`src/rtl/urand_pair_gen_pkg.sv`:
```
`default_nettype none
// ============================================================================
// urand_pair_gen_pkg
// Shared constants, FSM encoding and helpers for the uniform pair generator.
// Revision: 1.0
// ============================================================================
package urand_pair_gen_pkg;

    localparam logic [63:0] GOLD         = 64'h9E37_79B9_7F4A_7C15;
    localparam logic [63:0] SEED_ZSUB    = 64'h0000_0000_0000_0001;
    localparam logic [63:0] SEED_RST_DEF = 64'h0123_4567_89AB_CDEF;

    localparam int EXP_W  = 11;
    localparam int FRAC_W = 52;
    localparam int BIAS   = 1023;
    localparam int MANT_W = FRAC_W + 1;
    localparam int LZC_W  = 6;

    typedef enum logic [0:0] {
        IDLE = 1'b0,
        RUN  = 1'b1
    } fsm_e;

    function automatic logic [63:0] xorshift64(input logic [63:0] x);
        logic [63:0] v;
        v = x ^ (x << 13);
        v = v ^ (v >> 7);
        v = v ^ (v << 17);
        return v;
    endfunction

    // xorshift has an all-zero fixed point, so a zero seed is never stored
    function automatic logic [63:0] seed_fix(input logic [63:0] s);
        return (s == 64'd0) ? SEED_ZSUB : s;
    endfunction

    // Ascending scan lets the highest set bit win; m is always odd, never 0
    function automatic logic [LZC_W-1:0] lzc53(input logic [MANT_W-1:0] m);
        logic [LZC_W-1:0] n;
        n = LZC_W'(MANT_W - 1);
        for (int i = 0; i < MANT_W; i++) begin
            if (m[i]) n = LZC_W'(MANT_W - 1 - i);
        end
        return n;
    endfunction

endpackage
`default_nettype wire

```
`src/rtl/urand_pair_gen_if.sv`:
```
`default_nettype none
// ============================================================================
// urand_pair_gen_if
// Control and uniform-pair output bundle between the generator and its user.
// Revision: 1.0
// ============================================================================
interface urand_pair_gen_if;
    logic        seed_load;
    logic [63:0] seed;
    logic        start;
    logic [15:0] count;
    logic        busy;
    logic        done;
    logic        pushout;
    logic [63:0] U1;
    logic [63:0] U2;

    modport master (
        output seed_load, seed, start, count,
        input  busy, done, pushout, U1, U2
    );

    modport slave (
        input  seed_load, seed, start, count,
        output busy, done, pushout, U1, U2
    );
endinterface
`default_nettype wire

```
`src/rtl/u53_to_double.sv`:
```
`default_nettype none
// ============================================================================
// u53_to_double
// Exact conversion of a 53-bit odd integer m to the double m*2^-53 (2 stages).
// Revision: 1.0
// ============================================================================
module u53_to_double
    import urand_pair_gen_pkg::*;
(
    input  wire logic              clk,
    input  wire logic              rst,
    input  wire logic              in_valid,
    input  wire logic [MANT_W-1:0] m,
    output logic                   s1_valid,
    output logic                   out_valid,
    output logic [63:0]            u
);

    logic              r_s1_v;
    logic [FRAC_W-1:0] r_s1_frac;
    logic [LZC_W-1:0]  r_s1_lzc;
    logic              r_s2_v;
    logic [63:0]       r_u;
    logic [EXP_W-1:0]  w_exp;
    logic [FRAC_W-1:0] w_frac;

    // The implicit leading one is shifted out, so only the low 52 bits matter
    assign w_exp  = EXP_W'(BIAS - 1) - EXP_W'(r_s1_lzc);
    assign w_frac = r_s1_frac << r_s1_lzc;

    always_ff @(posedge clk) begin
        if (rst) begin
            r_s1_v    <= 1'b0;
            r_s1_frac <= '0;
            r_s1_lzc  <= '0;
            r_s2_v    <= 1'b0;
            r_u       <= '0;
        end else begin
            r_s1_v <= in_valid;
            r_s2_v <= r_s1_v;
            if (in_valid) begin
                r_s1_frac <= m[FRAC_W-1:0];
                r_s1_lzc  <= lzc53(m);
            end
            if (r_s1_v) begin
                r_u <= {1'b0, w_exp, w_frac};
            end
        end
    end

    assign s1_valid  = r_s1_v;
    assign out_valid = r_s2_v;
    assign u         = r_u;

endmodule
`default_nettype wire

```
`src/rtl/urand_pair_gen.sv`:
```
`default_nettype none
// ============================================================================
// urand_pair_gen
// Dual xorshift64 source emitting bursts of uniform double pairs in (0,1).
// Revision: 1.0
// ============================================================================
module urand_pair_gen
    import urand_pair_gen_pkg::*;
#(
    parameter logic [63:0] SEED_RST = SEED_RST_DEF
) (
    input  wire logic        clk,
    input  wire logic        rst,
    urand_pair_gen_if.slave  bus
);

    fsm_e        r_state;
    logic [15:0] r_remaining;
    logic [63:0] r_g1;
    logic [63:0] r_g2;
    logic        r_v0;
    logic        r_l0;
    logic        r_l1;
    logic        r_l2;
    logic        r_zdone;

    logic        w_busy;
    logic        w_accept;
    logic        w_load;
    logic        w_draw;
    logic        w_last;
    logic        w_count_nz;
    logic [63:0] w_g1_base;
    logic [63:0] w_g2_base;
    logic        w_s1_a, w_s1_b;
    logic        w_p_a, w_p_b;
    logic        w_s1;
    logic        w_push;

    assign w_s1       = w_s1_a | w_s1_b;
    assign w_push     = w_p_a & w_p_b;
    assign w_busy     = (r_state == RUN) | r_v0 | w_s1 | w_push;
    assign w_count_nz = (bus.count != 16'd0);
    assign w_accept   = !w_busy && bus.start;
    assign w_load     = !w_busy && bus.seed_load;

    assign w_draw = (w_accept && w_count_nz) ||
                    (r_state == RUN && r_remaining != 16'd0);
    assign w_last = (w_accept && bus.count == 16'd1) ||
                    (r_state == RUN && r_remaining == 16'd1);

    // A seed loaded together with start feeds straight into draw #1
    assign w_g1_base = w_load ? seed_fix(bus.seed)        : r_g1;
    assign w_g2_base = w_load ? seed_fix(bus.seed ^ GOLD) : r_g2;

    always_ff @(posedge clk) begin
        if (rst) begin
            r_state     <= IDLE;
            r_remaining <= 16'd0;
            r_g1        <= SEED_RST;
            r_g2        <= SEED_RST ^ GOLD;
            r_v0        <= 1'b0;
            r_l0        <= 1'b0;
            r_l1        <= 1'b0;
            r_l2        <= 1'b0;
            r_zdone     <= 1'b0;
        end else begin
            r_g1    <= w_draw ? xorshift64(w_g1_base) : w_g1_base;
            r_g2    <= w_draw ? xorshift64(w_g2_base) : w_g2_base;
            r_v0    <= w_draw;
            r_l0    <= w_last;
            r_l1    <= r_l0;
            r_l2    <= r_l1;
            r_zdone <= w_accept && !w_count_nz;
            case (r_state)
                IDLE: begin
                    if (w_accept && w_count_nz) begin
                        r_state     <= RUN;
                        r_remaining <= bus.count - 16'd1;
                    end
                end
                RUN: begin
                    if (r_remaining == 16'd0) begin
                        r_state <= IDLE;
                    end else begin
                        r_remaining <= r_remaining - 16'd1;
                    end
                end
                default: r_state <= IDLE;
            endcase
        end
    end

    u53_to_double u_conv1 (
        .clk       (clk),
        .rst       (rst),
        .in_valid  (r_v0),
        .m         ({r_g1[63:12], 1'b1}),
        .s1_valid  (w_s1_a),
        .out_valid (w_p_a),
        .u         (bus.U1)
    );

    u53_to_double u_conv2 (
        .clk       (clk),
        .rst       (rst),
        .in_valid  (r_v0),
        .m         ({r_g2[63:12], 1'b1}),
        .s1_valid  (w_s1_b),
        .out_valid (w_p_b),
        .u         (bus.U2)
    );

    assign bus.busy    = w_busy;
    assign bus.pushout = w_push;
    assign bus.done    = r_zdone | (w_push & r_l2);

endmodule
`default_nettype wire
```
`src/flat_wrapper.sv`:
```
// flat-port wrapper written by rule: the top's interface ports become plain ports
module urand_pair_gen_flat import urand_pair_gen_pkg::*;
#(
    parameter logic [63:0] SEED_RST = SEED_RST_DEF
)
  (clk, rst, bus_seed_load, bus_seed, bus_start, bus_count, bus_busy, bus_done, bus_pushout, bus_U1, bus_U2);
  urand_pair_gen_if bus_i ();
  input  wire logic clk;
  input  wire logic rst;
  input wire logic [$bits(bus_i.seed_load)-1:0] bus_seed_load;
  input wire logic [$bits(bus_i.seed)-1:0] bus_seed;
  input wire logic [$bits(bus_i.start)-1:0] bus_start;
  input wire logic [$bits(bus_i.count)-1:0] bus_count;
  output wire logic [$bits(bus_i.busy)-1:0] bus_busy;
  output wire logic [$bits(bus_i.done)-1:0] bus_done;
  output wire logic [$bits(bus_i.pushout)-1:0] bus_pushout;
  output wire logic [$bits(bus_i.U1)-1:0] bus_U1;
  output wire logic [$bits(bus_i.U2)-1:0] bus_U2;
  assign bus_i.seed_load = bus_seed_load;
  assign bus_i.seed = bus_seed;
  assign bus_i.start = bus_start;
  assign bus_i.count = bus_count;
  assign bus_busy = bus_i.busy;
  assign bus_done = bus_i.done;
  assign bus_pushout = bus_i.pushout;
  assign bus_U1 = bus_i.U1;
  assign bus_U2 = bus_i.U2;
  urand_pair_gen #(.SEED_RST(SEED_RST)) u_core (.clk(clk), .rst(rst), .bus(bus_i));
endmodule
```
`config.mk`:
```
export PLATFORM = sky130hd
export DESIGN_NAME = urand_pair_gen_flat
export DESIGN_NICKNAME = d
export VERILOG_FILES = /design/src/rtl/urand_pair_gen_pkg.sv /design/src/rtl/urand_pair_gen_if.sv /design/src/rtl/u53_to_double.sv /design/src/rtl/urand_pair_gen.sv /design/src/flat_wrapper.sv
export SDC_FILE = /design/constraint.sdc
export NUM_CORES = 1
export LEC_CHECK = 0
export CORE_MARGIN = 2
export CORE_UTILIZATION = 43
export CTS_BUF_LIST = sky130_fd_sc_hd__clkbuf_4
export CTS_CLUSTER_SIZE = 40
export DETAILED_ROUTE_END_ITERATION = 8
export GPL_TIMING_DRIVEN = 1
export PLACE_DENSITY = 0.7
export SLEW_MARGIN = 25
export SYNTH_ARGS = -nofsm -noshare
export SYNTH_HDL_FRONTEND = slang
export SYNTH_SLANG_ARGS = --single-unit
```
`constraint.sdc`:
```
create_clock -name clk -period 6.35 [get_ports clk]
set_clock_uncertainty 0.05 [all_clocks]
set_input_delay 0.9525 -clock clk [delete_from_list [all_inputs] [get_ports clk]]
set_output_delay 0.9525 -clock clk [all_outputs]
set_load 0.005 [all_outputs]
```
==> Word-level counts from Yosys, hierarchy flattened <==
Cells that the tools add are included.
{ "totals": {"regBits": 394, "elab_cells": 173, "output_inout_bits": 131, "input_bits": 84} }
{ "classes": {"n_shift": 2, "bitwise_logic": 13, "add_sub_neg": 4, "reduce_logical": 17, "eq_ne": 4, "muxes": 116} }
{ "ops": {"columns": ["op", "n"], "rows": [
  ["2-to-1 mux 6 bit", 102],
  ["2-to-1 mux 64 bit", 6],
  ["XOR 64 bit", 4],
  ["logical NOT 64 bit", 2],
  ["XOR 64 x 57 -> 64 bit", 2],
  ["<< shifter 52 x 6 -> 52 bit", 2],
  ["inverter 38 bit", 1],
  ["== test 16 x 1 -> 1 bit (second input constant)", 2],
  ["2-to-1 mux 16 bit", 2],
  ["one-hot mux 16 bit (2 select lines)", 1],
  ["nonzero test 16 bit", 2],
  ["subtractor 16 x 1 -> 16 bit (second input constant)", 2],
  ["subtractor 10 x 6 -> 11 bit (first input constant)", 2],
  ["logical NOT 16 bit", 1],
  ["logical AND 1 bit", 7],
  ["2-to-1 mux 3 bit", 2],
  ["bitwise OR 1 bit", 4],
  ["logical NOT 1 bit", 2],
  ["logical OR 1 bit", 2],
  ["2-to-1 mux 1 bit", 2],
  ["inequality test 2 x 1 -> 1 bit (second input constant)", 1],
  ["inequality test 2 bit (second input constant)", 1],
  ["one-hot mux 1 bit (2 select lines)", 1],
  ["AND reduction 2 bit", 1],
  ["2 further kinds", 2]
]} }

==> Longest topological paths before layout <==
{ "depth": {"word_depth": 52, "mapped_depth": 12, "ltp_nobuf": 8} }

==> Modules after synthesis <==
From an unflattened synthesis, not the netlist that was laid out.
{ "unflattened": {"cells_unflattened": 3361, "area_unflattened_um2": 28327.2} }
{ "by_module_without_submodules": {"columns": ["module", "instances", "area_per_inst_um2", "seq_area_each_um2", "cells_per_inst"], "rows": [
  ["u53_to_double", 2, 7780.0, 2402.3, 847],
  ["urand_pair_gen", 1, 12767.2, 3002.9, 1667]
]} }

==> Worst setup path before layout <==
Ideal clock, no wire load.
{ "synth_timing": {"path_type": "in2reg", "startpoint": "input port bus_seed[46]", "endpoint": "register u_core.r_g2[6]", "stages": 8, "required_ps": 6186, "arrival_time_ps": 3014, "path_slack_ps": 3173, "path_buffers": 1, "setup_ps": 114, "path_cell_list": "clkbuf_1 -> nand4_1 -> or4_1 -> or4_1 -> o21ai_4 -> xor2_1 -> or3_1 -> a21o_1"} }
{ "synth_between": {"elab_chain_len": 8} }
{ "synth_rtl": {"columns": ["element", "line", "rtl"], "rows": [
  ["start, declared", "flat_wrapper.sv:11", "input wire logic [$bits(bus_i.seed)-1:0] bus_seed;"],
  ["inverter 38 bit (no line) (*)", null, null],
  ["logical NOT 64 bit (*)", "urand_pair_gen_pkg.sv:34", "return (s == 64'd0) ? SEED_ZSUB : s;"],
  ["2-to-1 mux 64 bit (*)", "urand_pair_gen_pkg.sv:34", null],
  ["2-to-1 mux 64 bit (*)", "urand_pair_gen.sv:54", "assign w_g2_base = w_load ? seed_fix(bus.seed ^ GOLD) : r_g2;"],
  ["XOR 64 bit", "urand_pair_gen_pkg.sv:26", "v = x ^ (x << 13);"],
  ["XOR 64 x 57 -> 64 bit", "urand_pair_gen_pkg.sv:27", "v = v ^ (v >> 7);"],
  ["XOR 64 bit", "urand_pair_gen_pkg.sv:28", "v = v ^ (v << 17);"],
  ["2-to-1 mux 64 bit (*)", "urand_pair_gen.sv:69", "r_g2 <= w_draw ? xorshift64(w_g2_base) : w_g2_base;"],
  ["end signal, assigned", "urand_pair_gen.sv:61", "r_g2 <= SEED_RST ^ GOLD;"],
  ["end signal, assigned", "urand_pair_gen.sv:69", null],
  ["end, declared", "urand_pair_gen.sv:20", "logic [63:0] r_g2;"]
]} }
Mark *: on every way between the ends. The rest lies on a longest branch, timed or not.
A chain may end at the register's enable or synchronous reset.

==> Final worst setup path <==
{ "layout_timing": {"startpoint": "register u_core.r_v0", "endpoint": "output port bus_busy"} }
{ "layout_between": {"elab_chain_len": 3} }
{ "layout_rtl": {"columns": ["element", "line", "rtl"], "rows": [
  ["start, declared", "urand_pair_gen.sv:21", "logic r_v0;"],
  ["start signal, assigned", "urand_pair_gen.sv:70", "r_v0 <= w_draw;"],
  ["bitwise OR 1 bit (3 in a row)", "urand_pair_gen.sv:42", "assign w_busy = (r_state == RUN) | r_v0 | w_s1 | w_push;"],
  ["end, declared", "flat_wrapper.sv:14", "output wire logic [$bits(bus_i.busy)-1:0] bus_busy;"]
]} }
Every way passes these cells.

==> results.md <==
- The met2 track demand over resource is 0.444.
- The vias per cell is 6.16.
- The die outline height is 259 µm.
- The time the worst path needs with I/O delays and setup is 4.40 ns.
- The count of state elements after synthesis is 386.
- The area growth from synthesis to layout is 12.9%.
- The capturing element type of the critical path is a primary output.
- Clock latency on the worst-skew pair, taken at its later pin, is 0.91 ns.
- Entering global routing, the biggest net connects 121 pins.
- For this block, the via count after detailed routing is 27100.
- Once placement completed, the tool counted placed cells totaling 4209.
- The minimum hold slack is 0.386 ns.
- The area inside the core boundary is 64500 µm².
- Setup repair after global routing left no endpoint under its margin.
- Yosys printed 0 warnings.
- Headroom to the max-slew limit came out at 0.288.
- The most common library cell in the layout ignoring fill and taps is sky130_fd_sc_hd__nand2_1.
- The class of the most critical setup path is reg -> out.
- The worst reg2reg path depth is 9.
- The leakage power is 11.8 nW.
- The internal power of the cells totals 7.73 mW.
- The fraction of the mapped netlist area in simple logic gates is 0.180.
- Measured on the finished design, the core utilization comes to 0.490.
- The fraction of synthesized area in multiplexers is 0.159.
- The net count of the finished layout is 3554.
- Summing all placed instances gives a cell area of 30200 µm².
- VDD sags by at most 0.203 mV.
- For this design the ratio of total power to cell area is 454 nW/µm².
- Of the total synthesized cell area, the portion taken by full adders, half adders and majority gates is 0.00268.
- The aggregate global-route resource usage is 0.296.
- In this run the register-to-register setup slack is 2.00 ns.
- After synthesis, the share of flip-flops with an asynchronous set or reset is 0.
- The post-placement setup slack is 2.11 ns.
- The longest clock path from root to sink contains 3 buffers.
- The flow ran to the end, and the final reports show no timing, DRC or antenna violations.
- The fraction of the mapped netlist area in compound gates is 0.184.
- Max-cap violations in this run came to 0.
- The number of buffers added for setup after CTS is 0.
- The count of cells resized by post-cts repair is 0.
- The share of total power dissipated in combinational logic is 0.556.
- The total half-perimeter wirelength after legalization and detailed placement is 75.0 mm.
- The via count of the first global-routing pass is 24900.
- Dividing the final minimum period by the clock period gives 0.693.
- After layout, the worst setup slack is 1.95 ns.
- STA puts the critical path data arrival time at 3.40 ns.
- The congestion estimate from routability-driven global placement came to 0.988.
- The number of enable flip-flop cells after synthesis is 0.
- The count of boundary I/O pins is 215.
- The total count of max-transition violations in the final report is 0.
- For this configuration, the core starts out at a cell density of 0.434.
- The origin of the critical flop-to-flop path is u_core.r_v0.
- The number of DRC violations after detailed-routing iteration 0 is 3341.
- The slew of the pin with the lowest slew margin is 1.06 ns.
- The net switching fraction of the power is 0.461.
- The worst hold path stage count is 1.
- The startpoint of the lowest-slack hold path is u_core.r_l1.
- The global routing usage on met3 is 0.0596.
- The wire length of the first global-routing pass is 153 mm.
- The number of iterations in the first detailed-routing pass is 9.
- The clock slew seen by the registers of the worst setup and hold paths is 0.06 ns.
- The count of nets left with antenna violations after detail routing is 0.
- The clock root buffer is sky130_fd_sc_hd__clkbuf_4.
- The met1 layer usage reported by global route is 0.404.
- The DRC violation count after routing is 0.
- The share of total power dissipated in sequential elements is 0.280.
- The overall overflow remaining after global route is 0.
- The data required time at the worst endpoint is 5.35 ns.
- The number of instances in the synthesized netlist is 3426.
- STA classifies the critical path startpoint as a flip-flop.
- Setup violations remaining at the end of the flow were counted as 0.
- Of the total synthesized cell area, the portion taken by XOR and XNOR cells is 0.145.
- In this run the most used layer during global routing was met2.
- The peak clock frequency supported by timing is 227 MHz.
- After layout, the design draws a total of 14.3 mW.
- By area, the combinational part of the netlist is dominated by compound AO/OA/AOI/OAI gates.
- The final hold violation count is 0.
- The area of all placed cells without fillers is 31600 µm².
- The die area is 67200 µm².
- The mean routed wirelength per cell is 23.3 µm.
- The number of buffers added on ports is 210.
- The maximum fanout along the worst path is 45.
- The endpoint of the most critical register-to-register path is u_core.r_g2[43].
- Row generation in the floorplan step produced 93 rows.
- The TritonCTS clock tree is yes.
- The mean area per synthesized cell is 8.17 µm².
- The number of library cell types mapped by synthesis is 90.
- After the flow finishes, the layout carries non-filler instances totaling 4404.
- The sink of the worst hold path is u_core.r_l2.
- The H-tree depth reported by CTS is 3.
- The total clock buffers created by CTS is 107.
- The clock network power share is 0.164.
- The width of the chip is 259 µm.
- The setup TNS is 0 ns.
- The net switching power of the design is 6.62 mW.
- For this design, the CTS-stage hold fixing added 0 buffers.
- The initial antenna violation count is 1.
- The class of the tightest hold or removal check is reg -> reg.
- The library cells used most frequently in the layout, excluding fill and tap cells, are 391 x sky130_fd_sc_hd__nand2_1, 375 x sky130_fd_sc_hd__dfxtp_1, 358 x sky130_fd_sc_hd__nor2_1, 247 x sky130_fd_sc_hd__a21oi_1, 225 x sky130_fd_sc_hd__mux2i_1.
- The part of the Yosys area used for sequential elements is 0.276.
- The fraction of final layout cells sized beyond drive strength 1 is 0.111.
- The post-synthesis cell area is 28000 µm².
- The number of sinks driven by the clock tree is 386.
- The detailed-route wire length is 102 mm.
- The most used flip-flop cell after synthesis is sky130_fd_sc_hd__dfxtp_1.
==> cells in the mapped netlist, drive strengths merged (21+ instances only) <==
library cell	instances	area share
a211oi	40	0.011
a21oi	261	0.049
a22o	33	0.010
and3	47	0.010
buf	95	0.018
clkbuf	226	0.030
dfxtp	386	0.28
inv	37	0.0050
mux2	41	0.016
mux2i	226	0.081
mux4	77	0.062
nand2	393	0.053
nand3	93	0.017
nand4	21	0.0047
nor2	360	0.049
nor3	79	0.015
nor4	43	0.011
o211ai	51	0.014
o21ai	200	0.036
o22ai	24	0.0054
xnor2	223	0.070
xnor3	34	0.027
xor2	142	0.044
==> state kept, by name (all words and copies together), names as in the netlist <==
name                      count
u_core.r_state                1
u_core.u_conv1.u             60
u_core.r_remaining           16
u_core.u_conv1.r_s1_lzc       6
u_core.u_conv2.r_s1_frac     52
u_core.r_v0                   1
u_core.r_g1                  64
u_core.u_conv1.out_valid      1
u_core.u_conv2.u             59
u_core.u_conv1.r_s1_frac     51
u_core.u_conv2.r_s1_lzc       6
u_core.u_conv1.s1_valid       1
u_core.r_g2                  64
u_core.r_zdone                1
u_core.r_l0                   1
u_core.r_l1                   1
u_core.r_l2                   1
==> critical path, stage by stage (launching register included) <==
cell,delay [ns]
sky130_fd_sc_hd__dfxtp_4,0.49
sky130_fd_sc_hd__nor4_4,0.76
sky130_fd_sc_hd__inv_2,0.59
sky130_fd_sc_hd__clkdlybuf4s50_1,0.63
==> power by group through the flow <==
stage / combinational (mW) / sequential (mW) / clock, mW
after floorplan: 6.48 / 3.25 / 0
after global placement: 7.70 / 4.00 / 0
after detailed placement: 7.75 / 4.02 / 0
after CTS: 7.79 / 3.96 / 2.39
after global routing: 8.55 / 4.05 / 2.52
final: 7.98 / 4.02 / 2.35
==> worst max path at each step <==
| stage | start | endpoint | slack [ns] | depth (start not counted) |
|---|---|---|---|---|
| after floorplan | bus_seed[46] | u_core.r_g2[6] | 3.17 | 8 |
| after global placement | bus_seed_load | u_core.r_g1[47] | 2.10 | 8 |
| after detailed placement | bus_seed_load | u_core.r_g1[47] | 2.11 | 8 |
| after CTS | u_core.u_conv1.s1_valid | bus_busy | 1.99 | 4 |
| after global routing | u_core.u_conv1.s1_valid | bus_busy | 1.83 | 4 |
| final | u_core.r_v0 | bus_busy | 1.95 | 3 |
==> cell type report <==
class,instances,area [µm²]
inverter,40,150
sequential,386,7750
clock inverter,36,203
antenna,1,2.50
tap,855,1070
timing repair buffer,247,2450
clock buffer,157,1180
multi-input combinational,2682,18800
fill,6333,32800
==> cells by family after synthesis <==
logic type      count (synthesis)
simple gates                 1123
compound gates                803
xor+xnor                      402
flops                         386
buf+inv                       361
mux                           344
fa+ha+maj                       6
other cells                     1
==> metal layers <==
| metal | vias up | part of all wire | wire (µm) |
|---|---|---|---|
| li1 | 12400 | - | - |
| met1 | 12900 | 0.43 | 43600 |
| met2 | 1525 | 0.42 | 43400 |
| met3 | 296 | 0.10 | 10300 |
| met4 | 0 | 0.051 | 5210 |
| met5 | - | 0 | 0 |
Power figures use the tool's default switching activity.
